## config.mk

```make
export PLATFORM = sky130hd
export DESIGN_NAME = rf_write_arbiter
export DESIGN_NICKNAME = d
export VERILOG_FILES = /design/src/rtl/rf_write_arbiter.sv
export SDC_FILE = /design/constraint.sdc
export NUM_CORES = 1
export LEC_CHECK = 0
export CAP_MARGIN = 20
export CORE_ASPECT_RATIO = 0.6
export CORE_MARGIN = 5
export CORE_UTILIZATION = 40
export CTS_CLUSTER_DIAMETER = 150
export DETAILED_ROUTE_END_ITERATION = 6
export HOLD_SLACK_MARGIN = 0.12
export PLACE_DENSITY = 0.8
export SETUP_SLACK_MARGIN = 0.3
export SYNTH_ARGS = -nofsm -noshare
export SYNTH_HDL_FRONTEND = slang
export SYNTH_SLANG_ARGS = --single-unit
```

## constraint.sdc

```tcl
create_clock -name CLK -period 2 [get_ports CLK]
set_input_delay 0.3 -clock CLK [delete_from_list [all_inputs] [get_ports CLK]]
set_output_delay 0.3 -clock CLK [all_outputs]
set_load 0.1 [all_outputs]
```

## src/rtl/rf_write_arbiter.sv

```systemverilog
// Register file write-port controller: post-reset clear sequencer plus
// writeback / multi-cycle result arbitration with a one-entry hold buffer.
module rf_write_arbiter #(
    parameter int unsigned AWL     = 5,
    parameter int unsigned DWL     = 32,
    parameter int unsigned DEPTH   = 2**AWL,
    parameter int unsigned MAXWAIT = 4
) (
    input  logic           CLK,
    input  logic           RST,
    input  logic           WBWE,
    input  logic [AWL-1:0] WBWA,
    input  logic [DWL-1:0] WBWD,
    input  logic           MCV,
    input  logic [AWL-1:0] MCA,
    input  logic [DWL-1:0] MCD,
    output logic           MCRDY,
    output logic           MCDROP,
    output logic           BUSY,
    output logic           STALL,
    output logic           RFWE,
    output logic [AWL-1:0] RFWA,
    output logic [DWL-1:0] RFWD
);

    localparam int unsigned WCW = (MAXWAIT < 1) ? 1 : $clog2(MAXWAIT + 1);

    typedef enum logic {
        ST_INIT = 1'b0,
        ST_RUN  = 1'b1
    } state_t;

    state_t         state;
    logic [AWL-1:0] count;
    logic           hv;
    logic [AWL-1:0] ha;
    logic [DWL-1:0] hd;
    logic [WCW-1:0] wc;

    logic wb_req;
    logic hold_go;
    logic wc_inc;

    // Port outputs are combinational so the register file bypass sees the write this cycle.
    always_comb begin
        RFWE    = 1'b0;
        RFWA    = '0;
        RFWD    = '0;
        MCRDY   = 1'b0;
        MCDROP  = 1'b0;
        BUSY    = 1'b0;
        STALL   = 1'b0;
        hold_go = 1'b0;
        wc_inc  = 1'b0;
        wb_req  = WBWE && (WBWA != '0);
        if (RST) begin
            BUSY = 1'b1;
        end else if (state == ST_INIT) begin
            RFWE = 1'b1;
            RFWA = count;
            BUSY = 1'b1;
        end else begin
            MCRDY = !hv;
            if (hv && (wc == WCW'(MAXWAIT))) begin
                STALL   = 1'b1;
                hold_go = 1'b1;
            end else if (wb_req) begin
                RFWE = 1'b1;
                RFWA = WBWA;
                RFWD = WBWD;
                if (hv && (ha == WBWA)) begin
                    MCDROP = 1'b1;
                end else if (hv) begin
                    wc_inc = 1'b1;
                end
            end else if (hv) begin
                hold_go = 1'b1;
            end
            // A hold entry aimed at r0 drains silently in its slot.
            if (hold_go && (ha != '0)) begin
                RFWE = 1'b1;
                RFWA = ha;
                RFWD = hd;
            end
        end
    end

    always_ff @(posedge CLK) begin
        if (RST) begin
            state <= ST_INIT;
            count <= '0;
            hv    <= 1'b0;
            ha    <= '0;
            hd    <= '0;
            wc    <= '0;
        end else begin
            case (state)
                ST_INIT: begin
                    count <= count + AWL'(1);
                    if (count == AWL'(DEPTH - 1)) begin
                        state <= ST_RUN;
                    end
                end
                ST_RUN: begin
                    if (hold_go || MCDROP) begin
                        hv <= 1'b0;
                        wc <= '0;
                    end else if (wc_inc) begin
                        wc <= wc + WCW'(1);
                    end
                    // MCRDY implies hv==0, so accept never collides with a drain.
                    if (MCV && MCRDY) begin
                        hv <= 1'b1;
                        ha <= MCA;
                        hd <= MCD;
                        wc <= '0;
                    end
                end
                default: state <= ST_INIT;
            endcase
        end
    end

endmodule

```

==> results.cfg <==
[status]
outcome = finished, violations left
violations = setup timing

[sta]
final.setup_skew_ns = 0.00642
drv_slew = 0
final.setup.worst_slack_ns = -0.726
setup_tns_ns = -23.18
finalSetupViolCount = 39
period_share_pct = 136
worst_slew_pin_slew_ns = 0.710
hold_viol = 0
period_needed_ns = 2.73
fmax_ghz = 0.367
rsz0062_at_grt = true
relSlewSlack_pct = 52.6

[clock_tree]
cts_tree = yes
clk_path_buf_depth = 2
root_buffer = clkbuf_8
clock_latency_ns = 0.31
htree_levels = 2
cts.sinks = 47
clk_pin_slew_ns = 0.09
numCtsBuffers = 5

[pwr]
power_frac_clock_pct = 32.6
p_sw_share_pct = 26.7
ir_worst_vdd_v = 0.000284
seq_power_share_pct = 48.5
power.total_mw = 1.95
cellPowerDensity_nw_per_um2 = 369
power_switching_mw = 0.521
internal_power_mw = 1.43
leakage_nw = 2.08
combPwrFrac_pct = 18.9

[route]
final_antenna_net_count = 0
first_iter_violations = 285
drc_errors = 0
routed_wl_um = 14000
vias_per_cell = 6.16
vias = 3314
first_pass_iters = 5
wire_per_inst_um = 26.0

[synthesis]
async_flop_share_pct = 0
muxShareOfSynthArea_pct = 0.851
synth_cell_types = 40
synth-compound-area-share_pct = 25.5
synth_top_family_by_area = compound AO/OA/AOI/OAI gates
synth.top_cell.area_share_pct = 40.0
synth_area_leaders = dfxtp_1, nand2_1, a22o_1, a21oi_1, nor2_1
synth-edff-count = 0
synth.cell_area_um2 = 2350
syn_nets = 375
synth-seq-area-share_pct = 40.0
synthAdderAreaFrac_pct = 2.13
synth_cells = 293
synthXorXnorAreaFrac_pct = 2.98
syn_area_per_cell_um2 = 8.03
synth-seq-cells = 47
synthSimpleGateAreaFrac_pct = 22.6
synth_area_leader_cell = dfxtp_1
yosys_warnings = 0
ys.flop_type = dfxtp_1

[global_route]
overflow = 0
grt_pass1_wl_um = 16700
grt_pass1_vias = 3114
track_usage_pct = 27.9
antenna_found_initial = 0
grt_max_degree = 38

[final_layout]
fillCellCount = 155
diodes = 0
instances_no_fill = 538
multi_input_area_um2 = 1830
final_common_cell = nand2_1
register_area_um2 = 950
final_core_util_pct = 93.6
final_area_um2 = 5290
nNetsFinal = 539
drive_above_1_share_pct = 40.6
layout_common_cells = nand2_1, clkdlybuf4s50_1, buf_12
areaGrowthSynthToFinish_pct = 125

[placed_design]
placed_area_um2 = 4630
dp.cells = 500
io_buffers = 119
gp_congestion = 0.891
hpwlAfterDp_um = 6630

[critical_path]
arrival_ns = 2.43
end_kind = primary output
required_ns = 1.70
path_class = reg2out
startpoint_type = flip-flop
cp_max_fo = 6

[die]
core_area_um2 = 5650
die_width_um = 109
initial_core_util_pct = 41.7
placementRows = 21
dieHeight_um = 69.4
dieArea_um2 = 7570
pin_count = 120

[job]
cap_viol_max_count = 0

[min_path]
hold_class = in2reg
[registers in the layout, indices dropped and copies added, names as in the netlist]
| signal | flops |
|---|---|
| count | 5 |
| ha | 5 |
| hd | 32 |
| hv | 1 |
| state | 1 |
| wc | 3 |
[Yosys cell counts, types with 3 or more instances]
master,n
a211oi_1,3
a21oi_1,38
a22o_1,32
a32oi_1,3
and2_1,3
buf_2,8
buf_6,3
clkbuf_1,12
dfxtp_1,47
ha_1,4
inv_1,4
nand2_1,78
nand3_1,3
nor2_1,17
xnor2_1,5
xor2_1,3
[final timing paths]
kind         startpoint      end  slack (ns)  depth (start not counted)
max               ha[4]  RFWD[4]       -0.73                          9
min                 RST   hd[23]        0.48                          3
max reg2reg       wc[0]    wc[1]           0                         10
min reg2reg       hd[1]    hd[1]        0.49                          2
[per-layer routing]
metal / part of all wire (%) / vias to the layer above / GRT usage (%)
met3: 12 / 77 / 9.30
met2: 46 / 307 / 49.1
met1: 35 / 1574 / 32.3
met5: 0 / - / 0
li1: - / 1356 / -
met4: 6.4 / 0 / 6.72
[repair_timing]
| item | in CTS | in global routing |
|---|---|---|
| endpoints found under the setup margin | 80 | 70 |
| setup buffers | 12 | 11 |
| pin swaps | 18 | 15 |
| gates cloned | 5 | 2 |
| gates resized for setup | 49 | 20 |
| hold buffers | 0 | 0 |
[critical path, cell delays in order, from the launching register on]
cell and delay, ns:
dfxtp_2 0.33, or4_1 0.56, o21ai_1 0.17, buf_4 0.16, nor3b_4 0.06, buf_6 0.14, buf_6 0.12, buf_16 0.14
a22o_4 0.27, buf_12 0.17
[stage by stage]
stage          hold slack, ns  setup slack (ns)
6_report                0.479            -0.726
2_1_floorplan           0.436            -0.547
5_1_grt                 0.505            -0.758
3_3_place_gp            0.459            -0.788
3_5_place_dp            0.466            -0.871
4_1_cts                 0.448            -0.562
[power groups by stage]
| stage | Sequential [mW] | Combinational [mW] | Clock [mW] |
|---|---|---|---|
| finish | 0.947 | 0.368 | 0.636 |
| detailed placement | 0.968 | 0.304 | 0 |
| global placement | 0.968 | 0.298 | 0 |
| floorplan | 0.967 | 0.0974 | 0 |
| global route | 0.948 | 0.377 | 0.677 |
| CTS | 0.947 | 0.323 | 0.622 |
[kinds of logic (layout without fill, tap and decap cells)]
family          count (synthesis)  count (layout)
compound gates                 86              86
xor+xnor                        8               8
fa+ha+maj                       4               4
buf+inv                        28             192
flops                          47              47
mux                             2               2
simple gates                  118             119
[area by class of cell]
class	count	area share (%)
Timing Repair Buffer	180	43.4
Multi-Input combinational cell	219	34.7
Sequential cell	47	18.0
Inverter	4	0.284
Tap cell	80	1.89
Clock buffer	7	1.63
Clock inverter	1	0.166
Power figures use the tool's default switching activity.
